**src/rtl/hack_cpu_seq.sv**
```systemverilog
`default_nettype none
// ============================================================================
//  Module      : hack_cpu_seq
//  Description : Multi-cycle Hack sequencer: fetch, decode, data-memory access
//                and jump control around an external combinational ALU.
//  Revision    : 1.0 - initial release
// ============================================================================
module hack_cpu_seq #(
    parameter int              PC_W     = 15,
    parameter logic [PC_W-1:0] RESET_PC = '0
) (
    input  logic            clk,
    input  logic            rst_n,
    output logic            rom_req,
    output logic [PC_W-1:0] rom_addr,
    input  logic [15:0]     rom_rdata,
    input  logic            rom_ack,
    output logic            mem_re,
    output logic            mem_we,
    output logic [PC_W-1:0] mem_addr,
    output logic [15:0]     mem_wdata,
    input  logic [15:0]     mem_rdata,
    input  logic            mem_ack,
    output logic [15:0]     alu_x,
    output logic [15:0]     alu_y,
    output logic            alu_zx,
    output logic            alu_nx,
    output logic            alu_zy,
    output logic            alu_ny,
    output logic            alu_f,
    output logic            alu_no,
    input  logic [15:0]     alu_out,
    input  logic            alu_zr,
    input  logic            alu_ng,
    output logic [PC_W-1:0] pc,
    output logic            instr_done
);

    typedef enum logic [2:0] {
        S_FETCH  = 3'd0,
        S_DECODE = 3'd1,
        S_READ   = 3'd2,
        S_EXEC   = 3'd3,
        S_WRITE  = 3'd4,
        S_COMMIT = 3'd5
    } state_t;

    localparam logic [PC_W-1:0] c_PC_INC = {{(PC_W-1){1'b0}}, 1'b1};

    state_t          state_q;
    logic [15:0]     a_q;
    logic [15:0]     d_q;
    logic [15:0]     ir_q;
    logic [15:0]     m_q;
    logic [15:0]     res_q;
    logic            zr_q;
    logic            ng_q;
    logic [PC_W-1:0] pc_q;
    logic            rom_req_q;
    logic            mem_re_q;
    logic            mem_we_q;
    logic            done_q;

    logic [PC_W-1:0] w_pc_inc;
    logic            w_jump;

    assign w_pc_inc = pc_q + c_PC_INC;
    assign w_jump   = (ir_q[2] & ng_q) | (ir_q[1] & zr_q) | (ir_q[0] & ~zr_q & ~ng_q);

    // Handshake strobes are registers, so an ack is honoured only while our own
    // request is actually visible on the bus.
    always_ff @(posedge clk or negedge rst_n) begin
        if (!rst_n) begin
            state_q   <= S_FETCH;
            a_q       <= '0;
            d_q       <= '0;
            ir_q      <= '0;
            m_q       <= '0;
            res_q     <= '0;
            zr_q      <= 1'b0;
            ng_q      <= 1'b0;
            pc_q      <= RESET_PC;
            rom_req_q <= 1'b0;
            mem_re_q  <= 1'b0;
            mem_we_q  <= 1'b0;
            done_q    <= 1'b0;
        end else begin
            done_q <= 1'b0;
            case (state_q)
                S_FETCH: begin
                    rom_req_q <= 1'b1;
                    if (rom_req_q && rom_ack) begin
                        ir_q      <= rom_rdata;
                        rom_req_q <= 1'b0;
                        state_q   <= S_DECODE;
                    end
                end
                S_DECODE: begin
                    if (!ir_q[15]) begin
                        a_q       <= {1'b0, ir_q[14:0]};
                        pc_q      <= w_pc_inc;
                        done_q    <= 1'b1;
                        rom_req_q <= 1'b1;
                        state_q   <= S_FETCH;
                    end else if (ir_q[12]) begin
                        mem_re_q <= 1'b1;
                        state_q  <= S_READ;
                    end else begin
                        state_q <= S_EXEC;
                    end
                end
                S_READ: begin
                    if (mem_re_q && mem_ack) begin
                        m_q      <= mem_rdata;
                        mem_re_q <= 1'b0;
                        state_q  <= S_EXEC;
                    end
                end
                S_EXEC: begin
                    res_q <= alu_out;
                    zr_q  <= alu_zr;
                    ng_q  <= alu_ng;
                    if (ir_q[3]) begin
                        mem_we_q <= 1'b1;
                        state_q  <= S_WRITE;
                    end else begin
                        state_q <= S_COMMIT;
                    end
                end
                S_WRITE: begin
                    if (mem_we_q && mem_ack) begin
                        mem_we_q <= 1'b0;
                        state_q  <= S_COMMIT;
                    end
                end
                S_COMMIT: begin
                    // Jump target is the A value from before this instruction's own A write.
                    pc_q <= w_jump ? a_q[PC_W-1:0] : w_pc_inc;
                    if (ir_q[5]) begin
                        a_q <= res_q;
                    end
                    if (ir_q[4]) begin
                        d_q <= res_q;
                    end
                    done_q    <= 1'b1;
                    rom_req_q <= 1'b1;
                    state_q   <= S_FETCH;
                end
                default: begin
                    state_q <= S_FETCH;
                end
            endcase
        end
    end

    assign rom_req    = rom_req_q;
    assign rom_addr   = pc_q;
    assign mem_re     = mem_re_q;
    assign mem_we     = mem_we_q;
    assign mem_addr   = a_q[PC_W-1:0];
    assign mem_wdata  = res_q;
    assign alu_x      = d_q;
    assign alu_y      = ir_q[12] ? m_q : a_q;
    assign alu_zx     = ir_q[11];
    assign alu_nx     = ir_q[10];
    assign alu_zy     = ir_q[9];
    assign alu_ny     = ir_q[8];
    assign alu_f      = ir_q[7];
    assign alu_no     = ir_q[6];
    assign pc         = pc_q;
    assign instr_done = done_q;

endmodule
`default_nettype wire

```
**config.mk**
```make
export PLATFORM = sky130hd
export DESIGN_NAME = hack_cpu_seq
export DESIGN_NICKNAME = d
export VERILOG_FILES = /design/src/rtl/hack_cpu_seq.sv
export SDC_FILE = /design/constraint.sdc
export NUM_CORES = 1
export LEC_CHECK = 0
export CORE_MARGIN = 2
export CORE_UTILIZATION = 43
export DETAILED_ROUTE_END_ITERATION = 6
export GPL_TIMING_DRIVEN = 0
export PLACE_DENSITY = 0.77
export SYNTH_ARGS = -nofsm -noshare
export SYNTH_HDL_FRONTEND = slang
export SYNTH_SLANG_ARGS = --single-unit
```
**constraint.sdc**
```tcl
create_clock -name clk -period 1.9 [get_ports clk]
set_clock_uncertainty 0.15 [all_clocks]
set_input_delay 0.285 -clock clk [delete_from_list [all_inputs] [get_ports clk]]
set_output_delay 0.285 -clock clk [all_outputs]
set_load 0.02 [all_outputs]
```
==> out/qor.yml, run 1 <==
placed_design:
  portBuffers: 156
  dp_cells: 721
  place_ws_ns: -0.566
  hpwl_mm: 9.82
  place.gp.congestion: 0.890
  placed_area_um2: 6860
global_routing:
  grt.overflow.total: 0
  grt_pass1_vias: 4158
  grt_antenna_before_repair: 0
  grt_max_degree: 74
  track_usage: 0.209
  grt_pass1_wl_mm: 21.5
layout:
  fin_area_um2: 7270
  multi_input_area_um2: 2100
  nets: 654
  area_growth_pct: 42.7
  regArea_um2: 2620
  drive_above_1_share: 0.308
  nFillCells: 915
  antenna_cells: 0
  fin_cells: 747
logic_synthesis:
  synth_cell_types: 55
  synth_area_um2: 5090
  synth_fp_nets: 476
  post-synth-top-area-cell: "dfrtp_1"
  ys_warn_count: 0
  ys_top_cells_by_area: "dfrtp_1, mux2_2, buf_4, mux2_1, mux2i_1"
  synth_edf_count: 0
  synthTopCellsByCount: "dfrtp_1, mux2_2, buf_4"
  ys_seq_elements: 104
  syn_inst: 421
  ys.flop_type: "dfrtp_1"
  synth-seq-area-share: 0.511
  async_flop_share: 1.00
  syn_avg_cell_area_um2: 12.1
  yosysMostFrequentCell: "dfrtp_1"
  synth_top_cell_area_share: 0.511
floorplanning:
  die_area_um2: 12700
  rows: 39
  die-width_um: 113
  pin_count: 157
  die_h_um: 113
  fp.coreArea_um2: 11500
  initial_core_util: 0.444
pwr:
  comb_power_share: 0.524
  finalPower_mw: 13.1
  p_sw_mw: 5.22
  pwr-share-clk: 0.146
  powerDensity_nw_per_um2: 1810
  p_sw_frac: 0.398
  p_seq_frac: 0.330
  leakagePower_nw: 3.39
  vdd_drop_max_mv: 0.989
  p_int_mw: 7.91
worst_setup_path:
  critPathArrivalTime_ns: 1.47
  crit_fanout: 10
  path_class: "reg -> out"
  crit_path_end_kind: "output port"
  crit_path_start_kind: "flop"
  reg2reg_depth: 6
  cp.required_ns: 1.46
timing:
  tightest_slew_ns: 0.447
  finalCritPeriodShare: 1.00
  setup_slack_ns: -0.00368
  tns_ns: -0.0115
  maxSlewViolCount: 0
  period_minus_slack_ns: 1.90
  fmax_mhz: 525
  rsz0062_at_grt: "yes"
  slew_headroom: 0.702
  hold_viol: 0
  setup_viol: 4
cts:
  cts.sinks: 104
  htree_levels: 3
  worstSkewPairLatency_ns: 0.34
  cts_tree: "yes"
  numCtsBuffers: 9
  cts_buffer_depth: 2
  path_clk_slew_ns: 0.07
  ctsRootBufferMaster: "clkbuf_16"
status:
  outcome: "finished with violations"
  violations: "negative setup slack"
min_path:
  hold_path_class: "in -> async"
detailed_routing:
  antenna_left: 0
  avgViaCountPerCell: 5.35
  drtPass1Iterations: 4
  drc_errors: 0
  vias: 3999
  drtIter0Drc: 286
  wirelength_mm: 13.1
  post_drt_wl_per_cell_um: 17.5
flow_run:
  drv_cap: 0
## power by group through the flow
stage,registers (mW),logic (mW),clock network [mW]
floorplan,4.74,3.44,0
global placement,4.27,6.91,0
detailed placement,4.36,7.06,0
CTS,4.33,6.91,1.95
global route,4.53,7.35,2.04
finish,4.34,6.88,1.91
## final cells by class
type	instances	share of cell area
flip-flops and latches	104	0.360
multi-input cells	253	0.290
repair buffers	168	0.219
plain buffers	54	0.0582
clock buffers	11	0.0348
well taps	143	0.0246
clock inverters	5	0.00878
inverters	9	0.00465
## sequential cells by signal (all words and copies together) (netlist names)
| register | cells |
|---|---|
| state_q | 3 |
| pc | 15 |
| a_q | 16 |
| m_q | 16 |
| ng_q | 1 |
| mem_re | 1 |
| rom_req | 1 |
| zr_q | 1 |
| mem_wdata | 16 |
| instr_done | 1 |
| alu_x | 16 |
| ir_q | 16 |
| mem_we | 1 |
## metrics by stage
step,hold WS [ns],utilization
6_report,0.270,0.634
5_1_grt,0.306,0.634
4_1_cts,0.284,0.629
3_5_place_dp,0.106,0.598
3_3_place_gp,0.311,0.596
2_1_floorplan,-0.161,-
## what timing repair did
action	4_1_cts	5_1_grt
hold buffers	1	0
setup endpoints to repair	61	54
hold endpoints to repair	31	0
gates resized for setup	99	21
setup buffers	5	5
pin swaps	0	1
## worst max-delay path, cell delays in order, from the launching register on
cell and delay [ns]:
dfrtp_1 0.34, buf_6 0.14, buf_12 0.15, mux2_2 0.34
buf_2 0.16
## final timing paths
path                                  to  slack [ns]     start
worst max-delay path            alu_y[7]      -0.004  ir_q[12]
worst min-delay path            alu_x[3]        0.27     rst_n
worst max register to register    pc[14]      -0.004     pc[1]
worst min register to register   a_q[15]        0.33   a_q[15]
max in group asynchronous         pc[11]        0.61     rst_n
min in group clk                 a_q[15]        0.33   a_q[15]
## kinds of logic (layout without fill, tap and decap cells)
group	count (synthesis)	after routing	share of synthesized area
flip-flops	104	104	0.511
AO/OA/AOI/OAI	65	65	0.0865
buffers and inverters	64	247	0.0836
multiplexers	104	104	0.225
adder cells (fa/ha/maj)	1	1	0.00246
AND/OR/NAND/NOR	83	83	0.0917
## cells in the final DEF, fill, tap and decap left out, types with 2 or more instances in the layout
cell | synthesis | routed
nand3b_1 | 2 | 2
clkbuf_2 | 0 | 3
buf_4 | 38 | 49
nand4_1 | 6 | 6
a21oi_2 | 6 | 6
o21ai_0 | 15 | 15
o21a_1 | 2 | 2
and4_1 | 3 | 2
and2_1 | 2 | 2
dfrtp_1 | 104 | 93
dfrtp_2 | 0 | 11
buf_6 | 3 | 7
mux2_2 | 61 | 60
nor2b_1 | 2 | 2
nor2_1 | 5 | 5
buf_2 | 7 | 16
clkbuf_16 | 0 | 9
inv_1 | 8 | 8
dlygate4sd2_1 | 0 | 22
nor3_1 | 2 | 2
nand2_1 | 31 | 31
a22oi_1 | 4 | 4
clkbuf_1 | 5 | 4
clkdlybuf4s50_1 | 0 | 108
clkbuf_8 | 0 | 2
mux2i_1 | 22 | 22
and3_1 | 4 | 4
o22ai_1 | 2 | 2
a21oi_1 | 11 | 11
nand3_1 | 9 | 9
mux2_1 | 21 | 21
a2bb2oi_1 | 6 | 6
nand2b_1 | 3 | 3
o211ai_1 | 2 | 2
o21ai_1 | 7 | 7
nor4_1 | 2 | 2
clkinv_4 | 0 | 2
or4_1 | 2 | 2
dlymetal6s2s_1 | 0 | 9
## layer usage
metal | wire [um] | part of all wire | vias to the layer above | GRT usage
met3 | 917 | 0.070 | 11 | 0.0418
met2 | 6660 | 0.51 | 157 | 0.359
met4 | 131 | 0.010 | 0 | 0.0593
met1 | 5370 | 0.41 | 2001 | 0.270
li1 | - | - | 1830 | -
met5 | 0 | 0 | - | 0
(Power assumes the default switching activity.)
==> inputs of run 2 (changes only) <==
--- a/config.mk
+++ b/config.mk
@@ -9,7 +9,7 @@
 export CORE_UTILIZATION = 43
 export DETAILED_ROUTE_END_ITERATION = 6
 export GPL_TIMING_DRIVEN = 0
-export PLACE_DENSITY = 0.77
+export PLACE_DENSITY = 0.87
 export SYNTH_ARGS = -nofsm -noshare
 export SYNTH_HDL_FRONTEND = slang
 export SYNTH_SLANG_ARGS = --single-unit
==> run 2 against run 1 <==
The run now ends clean. Register-to-register slack hardly changed. Fmax grew 0.28%. Non-clock buffer count is 3 lower. First-iteration DRC count down 58%. Utilization fell by 0.34 points. Global-route usage about the same. Critical path depth unchanged. Count of clock-buffer cells in the layout is 2 higher. Power shrank 0.78%. Flip-flop and latch count unchanged. Clock power is 4% lower. Sequential share of layout area up 0.18 points. Critical endpoint is now alu_y[11].
==> out/qor.yml, run 2 (same netlist as run 1, synthesis figures left out) <==
worst_setup_path:
  max_stage_delay_ns: 0.34
  path_cells: "buf_6, buf_12, mux2_2, buf_2"
  path_class: "reg -> out"
  critPathSlowestCell: "dfrtp_1"
  crit_path_start_kind: "flop"
  critPathArrivalTime_ns: 1.46
  cp.required_ns: 1.46
  crit_path_end_kind: "output port"
  critical_path.top_delay_family: "buffers and inverters"
  cp.buffers_inverters: 3
  crit_fanout: 10
global_routing:
  grt_pass1_wl_mm: 21.1
  track_usage: 0.209
  grt_pass1_vias: 4039
  grt.overflow.total: 0
  grt_most_used_layer: "met2"
  grt_antenna_before_repair: 0
  global_route.usage.met2: 0.337
  grt_max_degree: 57
  use_met3: 0.0675
  grt_use_met1: 0.274
detailed_routing:
  vias: 3879
  drtIter0Drc: 121
  wirelength_mm: 13.0
  drtPass1Iterations: 4
  post_drt_wl_per_cell_um: 17.4
  drc_errors: 0
  avgViaCountPerCell: 5.21
  antenna_left: 0
timing:
  setup_viol: 0
  finalCritPeriodShare: 0.999
  period_minus_slack_ns: 1.90
  slew_headroom: 0.504
  maxSlewViolCount: 0
  tightest_slew_ns: 0.745
  rsz0062_at_grt: "yes"
  fmax_mhz: 527
  setup_slack_ns: 0.00158
  hold_viol: 0
  tns_ns: 0
layout:
  final_cell_mix: "clkdlybuf4s50_1, dfrtp_1, mux2_2"
  mostFrequentLayoutCell: "clkdlybuf4s50_1"
  fin_cells: 744
  drive_above_1_share: 0.298
  post-route-util: 0.630
  fin_area_um2: 7230
  nets: 651
  antenna_cells: 0
  area_growth_pct: 42.0
cts:
  worstSkewPairLatency_ns: 0.35
  cts_buffer_depth: 2
  path_clk_slew_ns: 0.07
  cts_tree: "yes"
  numCtsBuffers: 9
  ctsRootBufferMaster: "clkbuf_16"
  htree_levels: 3
  cts.sinks: 104
flow_run:
  drv_cap: 0
floorplanning:
  pin_count: 157
  die_h_um: 113
  rows: 39
  fp.coreArea_um2: 11500
  die_area_um2: 12700
  initial_core_util: 0.444
  die-width_um: 113
placed_design:
  portBuffers: 156
  placed_area_um2: 6860
  place_ws_ns: -0.547
  dp_cells: 721
  hpwl_mm: 9.68
  place.gp.congestion: 0.900
min_path:
  hold_path_class: "reg -> reg"
pwr:
  powerDensity_nw_per_um2: 1800
  leakagePower_nw: 3.35
  vdd_drop_max_mv: 1.12
status:
  outcome: "completed"
-- run 2: cell count changes in the layout (fill, tap and decap cells not counted), sizes merged --
cell and change:
buf -3, clkbuf -1, clkdlybuf4s15 +3, clkdlybuf4s50 -4, clkinv -1, dlygate4sd2 +6
dlymetal6s2s -2, inv -1
-- run 2: repair_timing --
action	CTS	global route
hold buffers	1	0
gates resized for setup	107	22
setup buffers	3	4
pin swaps	0	2
hold endpoints to repair	55	0
setup endpoints to repair	68	54
-- run 2: routing by layer --
| metal | routed length (um) | vias to the layer above |
|---|---|---|
| met3 | 1040 | 14 |
| met2 | 6150 | 142 |
| met1 | 5620 | 1896 |
| met5 | 0 | - |
| met4 | 139 | 0 |
| li1 | - | 1827 |
-- run 2: worst paths after layout --
path                             from          to  slack (ns)  depth (start not counted)
setup reg to reg           state_q[2]     m_q[13]        0.01                          4
min in group asynchronous       rst_n  instr_done        0.39                          2
hold reg to reg              ir_q[13]    ir_q[13]        0.34                          1
hold / removal               ir_q[13]    ir_q[13]        0.34                          1
max in group asynchronous       rst_n    alu_x[9]        0.50                          3
setup / recovery             ir_q[12]   alu_y[11]       0.002                          4
-- run 2: final cells by class --
| type | instances | area, um^2 |
|---|---|---|
| inverter | 9 | 33.8 |
| clock buffer | 13 | 250 |
| buffer | 54 | 425 |
| clock inverter | 3 | 42.5 |
| tap | 143 | 179 |
| timing repair buffer | 165 | 1580 |
| sequential | 104 | 2620 |
| fill | 889 | 4240 |
| multi-input combinational | 253 | 2100 |
-- run 2: worst reg2reg max path, delay by kind of cell, from the launching register on --
| kind | cells | cell delay (ns) |
|---|---|---|
| flops | 1 | 0.45 |
| buf+inv | 1 | 0.30 |
| mux | 1 | 0.30 |
| simple gates | 2 | 0.57 |
-- run 2: through the flow --
stage	hold WS (ns)	power (mW)
2_1_floorplan	-0.161	8.18
3_3_place_gp	0.308	11.2
3_5_place_dp	0.257	11.4
4_1_cts	0.339	13.0
5_1_grt	0.362	13.8
6_report	0.338	13.0
-- run 2: where the power goes --
part | total, mW | leakage, nW | internal [mW] | switching, mW
clock network | 1.84 | 0.140 | 1.06 | 0.787
logic | 6.83 | 1.94 | 3.50 | 3.33
registers | 4.35 | 1.27 | 3.31 | 1.05
